==> src/rtl/half_fp_pkg.sv <==
`default_nettype none
// ============================================================================
// Module      : half_fp_pkg
// Description : Shared constants, flag bit positions and FSM state encoding
//               for the binary16 post-add/sub normalize-and-round stage.
// Revision    : 1.0 - initial release
// ============================================================================
package half_fp_pkg;

    // Format constants
    localparam int HALF_BIAS    = 15;
    localparam int HALF_EXP_MAX = 31;

    // Magnitude encodings (sign bit is prepended by the user)
    localparam logic [14:0] MAG_INF  = 15'h7C00;
    localparam logic [14:0] MAG_ZERO = 15'h0000;

    // Exception flag bit positions within FLAGS
    localparam int FLAG_NV = 4;
    localparam int FLAG_DZ = 3;
    localparam int FLAG_UF = 2;
    localparam int FLAG_OF = 1;
    localparam int FLAG_NX = 0;

    // Normalizer control states
    typedef enum logic [1:0] {
        ST_IDLE  = 2'd0,
        ST_NORM  = 2'd1,
        ST_ROUND = 2'd2,
        ST_DONE  = 2'd3
    } state_t;

endpackage
`default_nettype wire

==> src/rtl/half_rne_round.sv <==
`default_nettype none
// ============================================================================
// Module      : half_rne_round
// Description : Combinational round-to-nearest-even and binary16 packing of a
//               normalized (or subnormal) working mantissa.
// Revision    : 1.0 - initial release
// ============================================================================
module half_rne_round
    import half_fp_pkg::*;
#(
    parameter int EXP_LIMIT = HALF_EXP_MAX
) (
    input  logic        i_sign,
    input  logic [13:0] i_w,
    input  logic [5:0]  i_e,
    output logic [15:0] o_q,
    output logic        o_nx,
    output logic        o_of,
    output logic        o_carry
);

    logic        w_guard;
    logic        w_sticky;
    logic        w_round_up;
    logic [11:0] w_sum;
    logic [10:0] w_m;
    logic [5:0]  w_e_adj;
    logic [4:0]  w_exp_enc;

    // Round the 11-bit significand and encode; a significand that is still
    // below the hidden bit after rounding is emitted with exponent field 0.
    always_comb begin
        w_guard    = i_w[2];
        w_sticky   = i_w[1] | i_w[0];
        w_round_up = w_guard & (i_w[3] | w_sticky);
        w_sum      = {1'b0, i_w[13:3]} + {11'd0, w_round_up};
        o_carry    = w_sum[11];
        w_m        = o_carry ? w_sum[11:1] : w_sum[10:0];
        w_e_adj    = i_e + {5'd0, o_carry};
        w_exp_enc  = w_m[10] ? w_e_adj[4:0] : 5'd0;
        o_of       = (w_e_adj >= 6'(EXP_LIMIT));
        o_nx       = w_guard | w_sticky | o_of;
        o_q        = o_of ? {i_sign, MAG_INF} : {i_sign, w_exp_enc, w_m[9:0]};
    end

endmodule
`default_nettype wire

==> src/rtl/half_norm_round.sv <==
`default_nettype none
// ============================================================================
// Module      : half_norm_round
// Description : Iterative (one bit per cycle) normalizer followed by a single
//               RNE rounding cycle; emits a binary16 word plus exception flags
//               behind valid/ready handshakes. One operation in flight.
// Revision    : 1.0 - initial release
// ============================================================================
module half_norm_round
    import half_fp_pkg::*;
#(
    parameter int EXP_W  = 5,
    parameter int FRAC_W = 10,
    parameter int BIAS   = 15
) (
    input  logic                  CLK,
    input  logic                  RST,
    input  logic                  IN_VALID,
    output logic                  IN_READY,
    input  logic                  IN_SIGN,
    input  logic [EXP_W-1:0]      IN_EXP_HALF,
    input  logic [FRAC_W+1:0]     IN_MANT,
    input  logic [2:0]            IN_GRS,
    output logic                  OUT_VALID,
    input  logic                  OUT_READY,
    output logic [EXP_W+FRAC_W:0] Q,
    output logic [4:0]            FLAGS
);

    localparam int               c_w_width = FRAC_W + 5;
    localparam logic [EXP_W:0]   c_e_one   = {{EXP_W{1'b0}}, 1'b1};

    state_t                      r_state;
    logic [c_w_width-1:0]        r_w;
    logic [EXP_W:0]              r_e;
    logic                        r_s;
    logic [EXP_W+FRAC_W:0]       r_q;
    logic [4:0]                  r_flags;
    logic                        r_out_valid;

    logic [EXP_W+FRAC_W:0]       w_rnd_q;
    logic                        w_rnd_nx;
    logic                        w_rnd_of;
    logic                        w_rnd_carry;
    logic [4:0]                  w_flags;
    logic                        w_w_zero;

    assign w_w_zero  = (r_w == '0);
    assign IN_READY  = (r_state == ST_IDLE) & ~RST;
    assign OUT_VALID = r_out_valid;
    assign Q         = r_q;
    assign FLAGS     = r_flags;

    // Overflow threshold is the all-ones biased exponent
    half_rne_round #(
        .EXP_LIMIT (2 * BIAS + 1)
    ) u_round (
        .i_sign  (r_s),
        .i_w     (r_w[13:0]),
        .i_e     (r_e),
        .o_q     (w_rnd_q),
        .o_nx    (w_rnd_nx),
        .o_of    (w_rnd_of),
        .o_carry (w_rnd_carry)
    );

    // Flag vector for a nonzero result; tiny means hidden bit still clear
    always_comb begin
        w_flags          = '0;
        w_flags[FLAG_NX] = w_rnd_nx;
        w_flags[FLAG_OF] = w_rnd_of;
        w_flags[FLAG_UF] = w_rnd_nx & ~r_w[13];
    end

    // Control FSM, shifter and registered result
    always_ff @(posedge CLK) begin
        if (RST) begin
            r_state     <= ST_IDLE;
            r_w         <= '0;
            r_e         <= '0;
            r_s         <= 1'b0;
            r_q         <= '0;
            r_flags     <= '0;
            r_out_valid <= 1'b0;
        end else begin
            case (r_state)
                ST_IDLE: begin
                    if (IN_VALID) begin
                        r_w     <= {IN_MANT, IN_GRS};
                        r_e     <= (IN_EXP_HALF == '0) ? c_e_one : {1'b0, IN_EXP_HALF};
                        r_s     <= IN_SIGN;
                        r_state <= ST_NORM;
                    end
                end
                ST_NORM: begin
                    if (w_w_zero) begin
                        r_e     <= '0;
                        r_state <= ST_ROUND;
                    end else if (r_w[14]) begin
                        // Carry out of the adder: fold the dropped bit into sticky
                        r_w <= {1'b0, r_w[14:2], r_w[1] | r_w[0]};
                        r_e <= r_e + c_e_one;
                    end else if (!r_w[13] && (r_e > c_e_one)) begin
                        r_w <= r_w << 1;
                        r_e <= r_e - c_e_one;
                    end else begin
                        r_state <= ST_ROUND;
                    end
                end
                ST_ROUND: begin
                    if (w_w_zero) begin
                        r_q     <= {r_s, MAG_ZERO};
                        r_flags <= '0;
                    end else begin
                        r_q     <= w_rnd_q;
                        r_flags <= w_flags;
                    end
                    r_e         <= r_e + {{EXP_W{1'b0}}, w_rnd_carry};
                    r_out_valid <= 1'b1;
                    r_state     <= ST_DONE;
                end
                ST_DONE: begin
                    if (OUT_READY) begin
                        r_out_valid <= 1'b0;
                        r_state     <= ST_IDLE;
                    end
                end
                default: begin
                    r_out_valid <= 1'b0;
                    r_state     <= ST_IDLE;
                end
            endcase
        end
    end

endmodule
`default_nettype wire

==> config.mk <==
export PLATFORM = sky130hd
export DESIGN_NAME = half_norm_round
export DESIGN_NICKNAME = d
export VERILOG_FILES = /design/src/rtl/half_fp_pkg.sv /design/src/rtl/half_rne_round.sv /design/src/rtl/half_norm_round.sv
export SDC_FILE = /design/constraint.sdc
export NUM_CORES = 1
export LEC_CHECK = 0
export ABC_AREA = 1
export CAP_MARGIN = 10
export CORE_AREA = 2 2 76 78
export DETAILED_ROUTE_END_ITERATION = 7
export DIE_AREA = 0 0 78 80
export HOLD_SLACK_MARGIN = 0.08
export PLACE_DENSITY_LB_ADDON = 0.12
export SLEW_MARGIN = 20
export SYNTH_ARGS = -nofsm -noshare
export SYNTH_HDL_FRONTEND = slang
export SYNTH_SLANG_ARGS = --single-unit
==> constraint.sdc <==
create_clock -name CLK -period 4.8 [get_ports CLK]
set_clock_uncertainty 0.2 [all_clocks]
set_input_delay 0.48 -clock CLK [delete_from_list [all_inputs] [get_ports CLK]]
set_output_delay 0.48 -clock CLK [all_outputs]
set_load 0.03 [all_outputs]
==> impl_metrics.env <==
export IMPL_cts_made_buffers=5
export IMPL_cts_num_sinks=44
export IMPL_cts_root_buf="clkbuf_8"
export IMPL_synthArstFlopShare_pct=0
export IMPL_synth_top_area_share_pct=29.2
export IMPL_cp_arrival_ps=2940
export IMPL_reg2regPathDepth=16
export IMPL_cp_cell_sequence="nand2_1 > nor2_1 > nand2_1 > nor2_1 > nand2_1 > inv_1 > ha_1 > ha_1 > nand3_1 > nand2_1 > nand2_1 > nand3_1 > nand2_2 > nor2_4 > nand3_1 > a21oi_1"
export IMPL_setup_tns_final_ps=0
export IMPL_n_fill_cell=516
export IMPL_synth_common_cells="141 x nand2_1, 57 x nand3_1, 48 x inv_1"
export IMPL_cts_resized=0
export IMPL_ys_seq_area_share_pct=29.2
export IMPL_ant_nets=0
export IMPL_cts_max_level=2
export IMPL_start_util_pct=55.8
export IMPL_clk_latency_ps=310
export IMPL_slew_headroom_pct=58.6
export IMPL_worstPathRequired_ps=4840
export IMPL_dp_hpwl_mm=5.94
export IMPL_synthFlopType="dfxtp_1"
export IMPL_cp_slowest_cell="dfxtp_1"
export IMPL_finalNetCount=545
export IMPL_rsz0062_at_grt="no"
export IMPL_worstSetupEndpointType="flop"
export IMPL_synth_yosys_warnings=0
export IMPL_yosys_area_top_type="dfxtp_1"
export IMPL_synth_cell_area_mm2=0.00302
export IMPL_grt_max_degree=30
export IMPL_wirelength_mm=8.29
export IMPL_ir_worst_vdd_mv=0.326
export IMPL_synth_edf_count=0
export IMPL_ctsLongestPathBuffers=2
export IMPL_worst_slack_ps=1910
export IMPL_antenna_found_initial=0
export IMPL_finalNonFillerCells=582
export IMPL_syn_area_per_cell_um2=6.31
export IMPL_grt_pass1_wl_mm=13.9
export IMPL_diodes=0
export IMPL_wl_per_cell_um=14.2
export IMPL_final_hold_viol_count=0
export IMPL_gp_congestion=0.946
export IMPL_viasPerCell=5.58
export IMPL_setup_viol=0
export IMPL_drive_above_1_share_pct=5.49
export IMPL_yosysMostFrequentCell="nand2_1"
export IMPL_fp_dieW_um=78
export IMPL_hold_path_depth=2
export IMPL_use_met3_pct=4.07
export IMPL_slowest_delay_ps=450
export IMPL_busiest_layer="met1"
export IMPL_die_h_um=80
export IMPL_areaGrowthSynthToFinish_pct=17.0
export IMPL_critPathMaxFanout=10
export IMPL_row_count=27
export IMPL_die_area_mm2=0.00624
export IMPL_cap_violations=0
export IMPL_io_pins=48
export IMPL_drv_slew=0
export IMPL_portBuffers=45
export IMPL_detail_route_iter0_violations=262
export IMPL_cts_tree="built"
export IMPL_status="finished clean"
export IMPL_synthCells=478
export IMPL_critPathKind="flop to flop"
export IMPL_core_mm2=0.00541
export IMPL_grt_use_met1_pct=41.9
export IMPL_synthTopCellsByArea="dfxtp_1 29%, nand2_1 18%, nand3_1 9.5%"
export IMPL_grt_use_met2_pct=41.2
export IMPL_synth_seq_cells=44
export IMPL_drc_errors=0
export IMPL_power_leakage_nw=1.55
export IMPL_worst_slew_pin_slew_ps=620
export IMPL_min_path_type="flop to flop"
export IMPL_drt_pass1_iter_count=5
export IMPL_post_route_period_util_pct=60.3
export IMPL_path_common_cell="nand2_1"
export IMPL_yosysUniqueCellTypes=31
export IMPL_utilization_pct=65.3
export IMPL_placed_cells=574
export IMPL_vias=3250
export IMPL_clk_pin_slew_ps=90
export IMPL_pre_cts_slack_ps=2020
export IMPL_ctsHoldBuffers=0
export IMPL_crit_path_start_kind="flop"
export IMPL_grt_ovfl_total=0
export IMPL_grt_use_total_pct=28.2
export IMPL_postCtsSetupBuffers=0
export IMPL_timing_fmax_mhz=346
export IMPL_first_global_vias=2817
export IMPL_fin_crit_ps=2890
export IMPL_p_per_area_mw_per_mm2=562
-- registers in the layout, indices dropped and copies added (netlist names) --
register	count
Q	16
OUT_VALID	1
r_s	1
r_w	15
r_e	6
FLAGS	3
r_state	2
-- power breakdown --
part	switching, mW	internal, mW
Clock	0.140	0.118
Combinational	0.757	0.370
Sequential	0.143	0.457
-- worst max-delay path: cells and delay by family (launching register included) --
family                     cells  cell delay (ps)
AOI/OAI and AO/OA              1              130
adders and majority gates      2              370
buffers and inverters          1              130
DFF                            1              450
and+or+nand+nor               12             1540
-- cells by family (layout without fill, tap and decap cells) --
group	count (synthesis)	after routing	share of synthesized area (%)
AO/OA/AOI/OAI	78	78	14.8
XOR/XNOR	8	8	2.32
adder cells (fa/ha/maj)	11	11	4.56
buffers and inverters	72	103	10.6
flip-flops	44	44	29.2
other	1	2	0.124
AND/OR/NAND/NOR	264	264	38.4
-- layout make-up --
cell class / count / area (µm²) / share of cell area, %
Sequential cell: 44 / 881 / 25.0
Multi-Input combinational cell: 363 / 1820 / 51.6
Clock buffer: 6 / 82.6 / 2.34
Inverter: 49 / 184 / 5.21
Tap cell: 72 / 90.1 / 2.55
Clock inverter: 2 / 13.8 / 0.390
Timing Repair Buffer: 46 / 458 / 13.0
-- final timing paths --
kind | from | endpoint | slack, ps
max reg2reg | r_w[4] | Q[2] | 1910
min reg2reg | Q[1] | Q[1] | 270
max | r_w[4] | Q[2] | 1910
min | Q[1] | Q[1] | 270
-- per-stage QoR --
stage | hold slack (ps) | area, µm² | power, mW
5_1_grt | 285 | 3530 | 2.15
6_report | 268 | 3530 | 1.98
3_5_place_dp | 252 | 3430 | 1.71
4_1_cts | 268 | 3530 | 1.96
3_3_place_gp | 250 | 3430 | 1.69
2_1_floorplan | 239 | 3020 | 1.47
-- routing by layer --
metal  routed length [µm]  up-vias
met5                    0        -
met4                  148        0
met3                  795       16
met2                 3650      152
met1                 3700     1481
li1                     -     1601
-- cell usage in the layout, fill, tap and decap left out, types with 5 or more instances in the layout --
master	netlist	routed
ha_1	11	11
o21bai_1	7	7
xor2_1	8	8
nor2_2	5	5
inv_1	48	48
nand4_1	10	10
dfxtp_1	44	44
nand2_2	5	5
nand2_1	141	141
clkdlybuf4s50_1	0	45
nor2_1	36	36
a21oi_1	40	40
nand3_1	57	57
o21ai_0	24	24
clkbuf_8	0	6
(Power assumes the default switching activity.)
